--- config.mk ---
export PLATFORM = sky130hd
export DESIGN_NAME = reg_stack_ctrl
export DESIGN_NICKNAME = d
export VERILOG_FILES = /design/src/rtl/reg_stack_ctrl_pkg.sv /design/src/rtl/reg_bypass_shadow.sv /design/src/rtl/reg_stack_ctrl.sv
export SDC_FILE = /design/constraint.sdc
export NUM_CORES = 1
export LEC_CHECK = 0
export ABC_AREA = 1
export BUFFER_PORTS_ARGS = -buffer_cell sky130_fd_sc_hd__buf_2
export CORE_ASPECT_RATIO = 0.7
export CORE_UTILIZATION = 39
export CTS_BUF_LIST = sky130_fd_sc_hd__clkbuf_4
export DETAILED_ROUTE_END_ITERATION = 8
export PLACE_DENSITY = 0.79
export SYNTH_ARGS = -nofsm -noshare
export SYNTH_HDL_FRONTEND = slang
export SYNTH_SLANG_ARGS = --single-unit
--- constraint.sdc ---
create_clock -name clk -period 3.1 [get_ports clk]
set_input_delay 0.31 -clock clk [delete_from_list [all_inputs] [get_ports clk]]
set_output_delay 0.31 -clock clk [all_outputs]
set_load 0.02 [all_outputs]
--- src/rtl/reg_stack_ctrl_pkg.sv ---
// Shared widths, stack size, sequencer state encoding and register range check
// for the register stack sequencer.
package reg_stack_ctrl_pkg;

  localparam int NIB_SIZE       = 4;
  localparam int WORD_SIZE      = 16;
  localparam int REG_STACK_SIZE = 16;

  typedef enum logic [2:0] {
    IDLE,
    W_SETUP,
    W_PULSE,
    W_DONE,
    R_SETUP,
    R_PULSE,
    R_CAPTURE,
    R_DONE
  } state_t;

  function automatic logic in_range(input logic [NIB_SIZE-1:0] num, input int size);
    return int'(num) < size;
  endfunction

endpackage

--- src/rtl/reg_bypass_shadow.sv ---
// Shadow copy {valid, num, val} of the last completed in-range stack write, with
// compare against both latched read operand numbers.
module reg_bypass_shadow
  import reg_stack_ctrl_pkg::*;
(
  input  logic                 clk,
  input  logic                 reset_n,
  input  logic                 wr_en,
  input  logic [NIB_SIZE-1:0]  wr_num,
  input  logic [WORD_SIZE-1:0] wr_val,
  input  logic [NIB_SIZE-1:0]  num1,
  input  logic [NIB_SIZE-1:0]  num2,
  output logic                 hit1,
  output logic                 hit2,
  output logic [WORD_SIZE-1:0] val
);

  logic                valid;
  logic [NIB_SIZE-1:0] num;

  always_ff @(posedge clk or negedge reset_n) begin
    if (!reset_n) begin
      valid <= 1'b0;
      num   <= '0;
      val   <= '0;
    end else if (wr_en) begin
      valid <= 1'b1;
      num   <= wr_num;
      val   <= wr_val;
    end
  end

  assign hit1 = valid && (num1 == num);
  assign hit2 = valid && (num2 == num);

endmodule

--- src/rtl/reg_stack_ctrl.sv ---
// Serialises operand reads and write-backs onto the register stack strobes.
// REG_BYPASS_EN adds a last-write shadow that short-circuits fully matching reads.
module reg_stack_ctrl
  import reg_stack_ctrl_pkg::*;
#(
  parameter int STACK_SIZE = REG_STACK_SIZE
) (
  input  logic                 clk,
  input  logic                 reset_n,
  input  logic                 rd_req,
  input  logic [NIB_SIZE-1:0]  rd_num1,
  input  logic [NIB_SIZE-1:0]  rd_num2,
  output logic                 rd_ack,
  output logic [WORD_SIZE-1:0] rd_val1,
  output logic [WORD_SIZE-1:0] rd_val2,
  input  logic                 wr_req,
  input  logic [NIB_SIZE-1:0]  wr_num,
  input  logic [WORD_SIZE-1:0] wr_val,
  output logic                 wr_ack,
  output logic [NIB_SIZE-1:0]  rs_num1,
  output logic [NIB_SIZE-1:0]  rs_num2,
  output logic [NIB_SIZE-1:0]  rs_setnum,
  output logic [WORD_SIZE-1:0] rs_setval,
  output logic                 rs_get_clk,
  output logic                 rs_set_clk,
  input  logic [WORD_SIZE-1:0] rs_out1,
  input  logic [WORD_SIZE-1:0] rs_out2,
  output logic                 busy
);

  state_t               state;
  logic                 last_was_write;
  logic                 can_accept, take_rd, take_wr;
  logic                 hit1, hit2;
  logic [WORD_SIZE-1:0] shadow_val;
  logic [WORD_SIZE-1:0] val1_sel, val2_sel;

`ifdef REG_BYPASS_EN
  // rs_set_clk is only raised for in-range writes, so it doubles as the shadow load enable.
  reg_bypass_shadow u_shadow (
    .clk     (clk),
    .reset_n (reset_n),
    .wr_en   (rs_set_clk),
    .wr_num  (rs_setnum),
    .wr_val  (rs_setval),
    .num1    (rs_num1),
    .num2    (rs_num2),
    .hit1    (hit1),
    .hit2    (hit2),
    .val     (shadow_val)
  );
`else
  assign hit1       = 1'b0;
  assign hit2       = 1'b0;
  assign shadow_val = '0;
`endif

  // The DONE states accept like IDLE; the flag is already updated on entry to them.
  always_comb begin
    can_accept = (state == IDLE) || (state == W_DONE) || (state == R_DONE);
    take_rd    = can_accept && rd_req && (!wr_req || last_was_write);
    take_wr    = can_accept && wr_req && !take_rd;
    val1_sel   = hit1 ? shadow_val : (in_range(rs_num1, STACK_SIZE) ? rs_out1 : '0);
    val2_sel   = hit2 ? shadow_val : (in_range(rs_num2, STACK_SIZE) ? rs_out2 : '0);
  end

  assign busy = (state != IDLE);

  always_ff @(posedge clk or negedge reset_n) begin
    if (!reset_n) begin
      state          <= IDLE;
      last_was_write <= 1'b0;
      rd_ack         <= 1'b0;
      wr_ack         <= 1'b0;
      rs_get_clk     <= 1'b0;
      rs_set_clk     <= 1'b0;
      rd_val1        <= '0;
      rd_val2        <= '0;
      rs_num1        <= '0;
      rs_num2        <= '0;
      rs_setnum      <= '0;
      rs_setval      <= '0;
    end else begin
      rd_ack     <= 1'b0;
      wr_ack     <= 1'b0;
      rs_get_clk <= 1'b0;
      rs_set_clk <= 1'b0;
      case (state)
        W_SETUP: begin
          state      <= W_PULSE;
          rs_set_clk <= in_range(rs_setnum, STACK_SIZE);
        end
        W_PULSE: begin
          state          <= W_DONE;
          wr_ack         <= 1'b1;
          last_was_write <= 1'b1;
        end
        R_SETUP: begin
          if (hit1 && hit2) begin
            state          <= R_DONE;
            rd_ack         <= 1'b1;
            last_was_write <= 1'b0;
            rd_val1        <= shadow_val;
            rd_val2        <= shadow_val;
          end else begin
            state      <= R_PULSE;
            rs_get_clk <= 1'b1;
          end
        end
        R_PULSE: state <= R_CAPTURE;
        R_CAPTURE: begin
          state          <= R_DONE;
          rd_ack         <= 1'b1;
          last_was_write <= 1'b0;
          rd_val1        <= val1_sel;
          rd_val2        <= val2_sel;
        end
        default: begin
          if (take_wr) begin
            state     <= W_SETUP;
            rs_setnum <= wr_num;
            rs_setval <= wr_val;
          end else if (take_rd) begin
            state   <= R_SETUP;
            rs_num1 <= rd_num1;
            rs_num2 <= rd_num2;
          end else begin
            state <= IDLE;
          end
        end
      endcase
    end
  end

endmodule

* Word level (Yosys, flattened, before mapping)
Cells that the tools add are included.
** Word-level totals
- Output and inout port bits :: 65
- Register bits :: 68
- Word-level logic and storage cells :: 44
** Cells by class
- Reductions and logical operators :: 15
- Multiplexer cells :: 8
- Equality and inequality tests :: 7
- Bitwise operators :: 2
** Operators by type and width (count)
- one-hot mux 3 bit (5 select lines) :: 1
- equality test 3 bit, second input constant :: 4
- equality test 3 x 2 -> 1 bit, second input constant :: 2
- 2-to-1 mux 3 bit :: 2
- OR reduction 5 bit :: 1
- logical AND 1 bit :: 4
- 2-to-1 mux 1 bit :: 4
- equality test 3 x 1 -> 1 bit, second input constant :: 1
- logical NOT 3 bit :: 1
- logical OR 1 bit :: 3
- AND reduction 3 bit :: 1
- nonzero test 3 bit :: 1
- logical NOT 1 bit :: 2
- inverter 1 bit :: 2
- one-hot mux 1 bit (2 select lines) :: 1
- AND reduction 2 bit :: 1
- nonzero test 2 bit :: 1

* Depth between registers and ports, before layout
- Word-level depth :: 9
- Gate-level depth with buffers :: 7
- Gate-level depth less buffers :: 6

* Least setup slack after synthesis
Ideal clock, no wire load.
- Kind :: reg2reg
- Start point :: register state[1]
- End point :: register rs_num1[0]
- Data arrival time :: 1221 ps
- Stages on the path, launching flop included :: 8
- Clock period less this slack :: 1286 ps
- Setup slack :: 1814 ps
- Buffers on the path :: 2
- Setup time :: 66 ps
- Path through :: dfrtp_1 -> nor2_2 -> nand2_1 -> nand2_2 -> buf_6 -> buf_8 -> nand3_1 -> nand2_1
** Between the ends
- Longest elaborated chain between the ends :: 9
- Elaborated cells between the ends (all ways) :: 19
- Those cells by class :: eq/ne (7); bitwise (2); reduce/logical (10)
** Ends and longest elaborated chain
- start, declared :: line reg_stack_ctrl.sv:31 : state_t state;
- start signal, assigned :: line reg_stack_ctrl.sv:71 : state <= IDLE;
- start signal, assigned :: line reg_stack_ctrl.sv:90 : state <= W_PULSE;
- start signal, assigned :: line reg_stack_ctrl.sv:94 : state <= W_DONE;
- equality test 3 x 2 -> 1 bit / logical NOT 3 bit (equally long branches) :: line reg_stack_ctrl.sv:60 : can_accept = (state == IDLE) || (state == W_DONE) || (state == R_DONE);
- logical OR 1 bit (2 in series) :: line reg_stack_ctrl.sv:60
- logical AND 1 bit (2 in series) :: line reg_stack_ctrl.sv:61 : take_rd = can_accept && rd_req && (!wr_req || last_was_write);
- logical NOT 1 bit :: line reg_stack_ctrl.sv:62 : take_wr = can_accept && wr_req && !take_rd;
- logical AND 1 bit :: line reg_stack_ctrl.sv:62
- inverter 1 bit (no source line)
- AND reduction 3 bit (no source line) *
- end signal, assigned :: line reg_stack_ctrl.sv:125 : rs_num1 <= rd_num1;
- end, declared :: line reg_stack_ctrl.sv:20 : output logic [NIB_SIZE-1:0] rs_num1,
Mark *: on every way between the ends. The rest lies on a longest branch, timed or not.
A chain may end at the register's enable or synchronous reset.

* Worst setup path in the final report
- Start point :: register state[1]
- End point :: register rs_setval[6]
** Between the ends
- Longest elaborated chain between the ends :: 8
- Elaborated cells between the ends (all ways) :: 18
- Those cells by class :: eq/ne (7); bitwise (1); reduce/logical (10)
** Ends and longest elaborated chain
- equality test 3 x 2 -> 1 bit / logical NOT 3 bit (equally long branches) :: line reg_stack_ctrl.sv:60
- logical OR 1 bit (2 in series) :: line reg_stack_ctrl.sv:60
- logical AND 1 bit (2 in series) :: line reg_stack_ctrl.sv:61
- logical NOT 1 bit :: line reg_stack_ctrl.sv:62
- logical AND 1 bit :: line reg_stack_ctrl.sv:62
- AND reduction 2 bit (no source line) *
- end signal, assigned :: line reg_stack_ctrl.sv:122 : rs_setval <= wr_val;
- end, declared :: line reg_stack_ctrl.sv:23 : output logic [WORD_SIZE-1:0] rs_setval,
Marks and branches as above.

==> results_tabular.tex <==
\begin{tabular}{lr}
\hline
Metric & Value \\
\hline
\multicolumn{2}{l}{\textbf{Synthesis}} \\
Most common flop cell mapped by yosys & sky130\_fd\_sc\_hd\_\_dfrtp\_1 \\
Number of warning messages in the yosys log & 0 \\
Library cell occupying the most area in the post-synthesis netlist & sky130\_fd\_sc\_hd\_\_dfrtp\_1 \\
Synthesized area divided by synthesized cell count & 9.42 sq um \\
Asr flop ratio synth & 1.00 \\
Synth Register Bits & 68 \\
Count of flip-flops with a built-in enable after synthesis & 0 \\
Netlist area before placement & 2670 sq um \\
Synth Net Count & 347 \\
Most common cell in the synthesized netlist & sky130\_fd\_sc\_hd\_\_nand2\_1 \\
Post-synth top cells & sky130\_fd\_sc\_hd\_\_nand2\_1, sky130\_fd\_sc\_hd\_\_dfrtp\_1, sky130\_fd\_sc\_hd\_\_nand3\_1 \\
Syn Inst Count & 283 \\
Number of distinct library cell variants in the gate-level netlist after synthesis & 21 \\
Sequential share of the synthesized area & 0.638 \\
Synth top area share & 0.638 \\
Largest cells by area after synthesis & sky130\_fd\_sc\_hd\_\_dfrtp\_1, sky130\_fd\_sc\_hd\_\_nand2\_1, sky130\_fd\_sc\_hd\_\_nand3\_1, sky130\_fd\_sc\_hd\_\_buf\_6, sky130\_fd\_sc\_hd\_\_buf\_4 \\
\multicolumn{2}{l}{\textbf{Floorplanning}} \\
Core area & 6430 sq um \\
Die Span Y & 71.2 um \\
Die extent in x & 101 um \\
Initial Util & 0.415 \\
Floorplan row count & 24 \\
Area enclosed by the die boundary & 7180 sq um \\
Boundary pin count & 129 \\
\multicolumn{2}{l}{\textbf{Routing}} \\
Detailed Route Iter0 Violations & 73 \\
Average detailed-routed wire length per instance & 12.1 um \\
Final routed DRC violation total & 0 \\
Overall routed net length & 6.17 mm \\
Number of vias in the routed layout & 2309 \\
Post-DR vias/cell & 4.55 \\
Number of nets still failing antenna checks after routing & 0 \\
Count of TritonRoute iterations in the first routing pass & 4 \\
\multicolumn{2}{l}{\textbf{Finish}} \\
Final antenna diode count & 0 \\
Fin area & 3500 sq um \\
Non-filler instance count after layout & 508 \\
Share of cells above drive strength 1 & 0.376 \\
Final layout net count & 476 \\
Filler cell count & 630 \\
Area occupied by multi-input gates & 841 sq um \\
Synthesis-to-finish area growth & 31.3\% \\
Footprint of the flip-flops and latches & 1700 sq um \\
\multicolumn{2}{l}{\textbf{Worst setup path}} \\
Depth of the worst register-to-register path & 6 \\
Critical path launch point type & flop \\
Arrival @ worst endpoint & 2510 ps \\
Termination of the worst setup path & rs\_setval[6] \\
Total number of cells along the worst setup path & 6 \\
Ordered cell list for the critical path & nor2\_2, nand2\_1, nand2\_2, nand2\_1, nand2\_1, nand2\_1 \\
Worst R2R Start & state[1] \\
Type of the worst setup path & reg2reg \\
Reg-to-reg setup timing slack & 880 ps \\
Critical-path top delay cell & sky130\_fd\_sc\_hd\_\_nand2\_1 \\
Critical path required time & 3390 ps \\
Cell repeated most along the worst path & sky130\_fd\_sc\_hd\_\_nand2\_1 \\
CP max stage delay & 630 ps \\
Cell class contributing the biggest share of worst-path delay & simple AND/OR/NAND/NOR gates \\
Sort of element at the end of the critical path & flop \\
Destination of the worst register-to-register timing path & rs\_setval[6] \\
Number of buffer and inverter stages on the critical path & 0 \\
CP Max Fanout & 30 \\
Start point of the critical path & state[1] \\
\multicolumn{2}{l}{\textbf{STA}} \\
Final number of max-transition violations & 0 \\
Final setup fails & 0 \\
Unrepaired setup endpoints after global routing & no \\
Final Hold Fails & 0 \\
Final worst path period share & 0.716 \\
Setup TNS & 0 ps \\
Slew at the pin closest to its max-slew limit & 758 ps \\
Fmax & 450 MHz \\
Worst Clk Skew & 13.2 ps \\
Fin Hold WS & 90.9 ps \\
Max-slew headroom at the worst pin & 0.493 \\
Post-layout minimum cycle time & 2220 ps \\
\multicolumn{2}{l}{\textbf{Job}} \\
Number of maximum-capacitance constraint violations & 0 \\
\multicolumn{2}{l}{\textbf{Power and ir drop}} \\
Largest voltage drop on the vdd net & 0.000441 V \\
LEAKAGE & 2.05 nW \\
Tot Pwr & 3.97 mW \\
Power density over cell area & 1130 nW/um\^{}2 \\
\multicolumn{2}{l}{\textbf{Clock tree}} \\
Number of sinks driven by the clock tree & 68 \\
Clock root cell & sky130\_fd\_sc\_hd\_\_clkbuf\_4 \\
Maximum clock insertion buffer count & 2 \\
Clock insertion delay at the later pin of the skew report & 410 ps \\
Level count of the clock H-tree & 3 \\
TritonCTS clock tree & yes \\
Number of buffers inserted by post-CTS setup repair & 0 \\
Clock edge transition at the registers on the reported setup and hold paths & 120 ps \\
Number of clock buffers inserted by TritonCTS & 9 \\
\multicolumn{2}{l}{\textbf{Placed design}} \\
Post-DP Area & 3330 sq um \\
Placed wire-length estimate & 4.31 mm \\
Placed Cells & 491 \\
IO buf count & 128 \\
Final Wtd Congestion & 0.749 \\
\multicolumn{2}{l}{\textbf{Global routing}} \\
Gr usage total & 0.183 \\
Vias in the first global route & 2249 \\
Total congestion overflow & 0 \\
Initial antenna violation count & 0 \\
Pin count of the biggest net entering global routing & 57 \\
Wire length of the first global-routing pass & 10.1 mm \\
\multicolumn{2}{l}{\textbf{Outcome}} \\
Result of the run & completed \\
\multicolumn{2}{l}{\textbf{Worst hold path}} \\
Worst hold-check path type & in2reg \\
\hline
\end{tabular}
==> how the worst min path moves through the flow <==
stage	start	endpoint	slack [ps]	cells past startpoint
floorplan	reset_n	last_was_write	10	0
global placement	reset_n	rd_val2[2]	200	1
global route	rs_out1[13]	rd_val1[13]	50	3
finish	rs_out2[3]	rd_val2[3]	90	3
detailed placement	reset_n	rd_val2[2]	200	1
CTS	rs_out1[11]	rd_val1[11]	60	3
==> cells by family (layout without fill, tap and decap cells) <==
family / Yosys count / after routing / share of synthesized area
simple gates: 193 / 193 / 0.300
buf+inv: 17 / 151 / 0.0479
xor+xnor: 1 / 1 / 0.00329
flops: 68 / 68 / 0.638
compound gates: 4 / 4 / 0.0108
==> layout make-up <==
| cell class | count | share of cell area |
|---|---|---|
| Sequential cell | 68 | 0.486 |
| Multi-Input combinational cell | 198 | 0.240 |
| Timing Repair Buffer | 131 | 0.190 |
| Tap cell | 91 | 0.0325 |
| Clock inverter | 6 | 0.0254 |
| Clock buffer | 10 | 0.0214 |
| Inverter | 4 | 0.00429 |
==> per-layer routing <==
| metal | up-vias | track usage | part of all wire | wire [um] |
|---|---|---|---|---|
| met1 | 1088 | 0.226 | 0.47 | 2880 |
| met3 | 7 | 0.0534 | 0.051 | 316 |
| li1 | 1136 | - | - | - |
| met2 | 78 | 0.306 | 0.47 | 2910 |
| met5 | - | 0 | 0 | 0 |
| met4 | 0 | 0.0676 | 0.010 | 64 |
==> through the flow <==
stage	setup slack, ps	util
global route	711	0.545
floorplan	1810	-
detailed placement	944	0.518
finish	880	0.545
CTS	932	0.545
global placement	1030	0.518
==> placed cells by master (no fill, tap or decap) <==
cell,instances
sky130_fd_sc_hd__nand2_1,157
sky130_fd_sc_hd__buf_2,128
sky130_fd_sc_hd__dfrtp_1,68
sky130_fd_sc_hd__nand3_1,25
sky130_fd_sc_hd__clkbuf_4,10
sky130_fd_sc_hd__inv_1,3
sky130_fd_sc_hd__nand3_2,3
sky130_fd_sc_hd__nand2_2,2
sky130_fd_sc_hd__nor3_1,2
sky130_fd_sc_hd__a21boi_2,2
sky130_fd_sc_hd__clkinvlp_4,2
sky130_fd_sc_hd__bufinv_16,2
sky130_fd_sc_hd__buf_4,2
sky130_fd_sc_hd__nor2_4,1
sky130_fd_sc_hd__nor2_1,1
sky130_fd_sc_hd__xor2_1,1
sky130_fd_sc_hd__nor2_2,1
sky130_fd_sc_hd__o21ai_0,1
sky130_fd_sc_hd__nand2_4,1
sky130_fd_sc_hd__inv_2,1
sky130_fd_sc_hd__a21oi_1,1
sky130_fd_sc_hd__clkinv_2,1
sky130_fd_sc_hd__clkinv_4,1
sky130_fd_sc_hd__dlygate4sd3_1,1
==> worst reg2reg max path, delay by kind of cell (launching register included) <==
family	cells	cell delay (ps)
simple gates	6	1640
flops	1	470
==> flip-flops by register name, indices dropped and copies added (netlist names) <==
| register | flops |
|---|---|
| last_was_write | 1 |
| rd_ack | 1 |
| rd_val1 | 16 |
| rd_val2 | 16 |
| rs_get_clk | 1 |
| rs_num1 | 4 |
| rs_num2 | 4 |
| rs_set_clk | 1 |
| rs_setnum | 4 |
| rs_setval | 16 |
| state | 3 |
| wr_ack | 1 |
==> report_power, final <==
part	internal (mW)	total [mW]	switching [mW]
sequential	1.31	1.54	0.233
clock	0.336	0.650	0.314
combinational	0.547	1.77	1.23
==> repair_timing <==
item | in CTS | in global routing
gates resized for setup | 0 | 0
hold buffers | 1 | 0
hold endpoints to repair | 12 | 0
No activity file was read; power rests on OpenSTA's default activity.
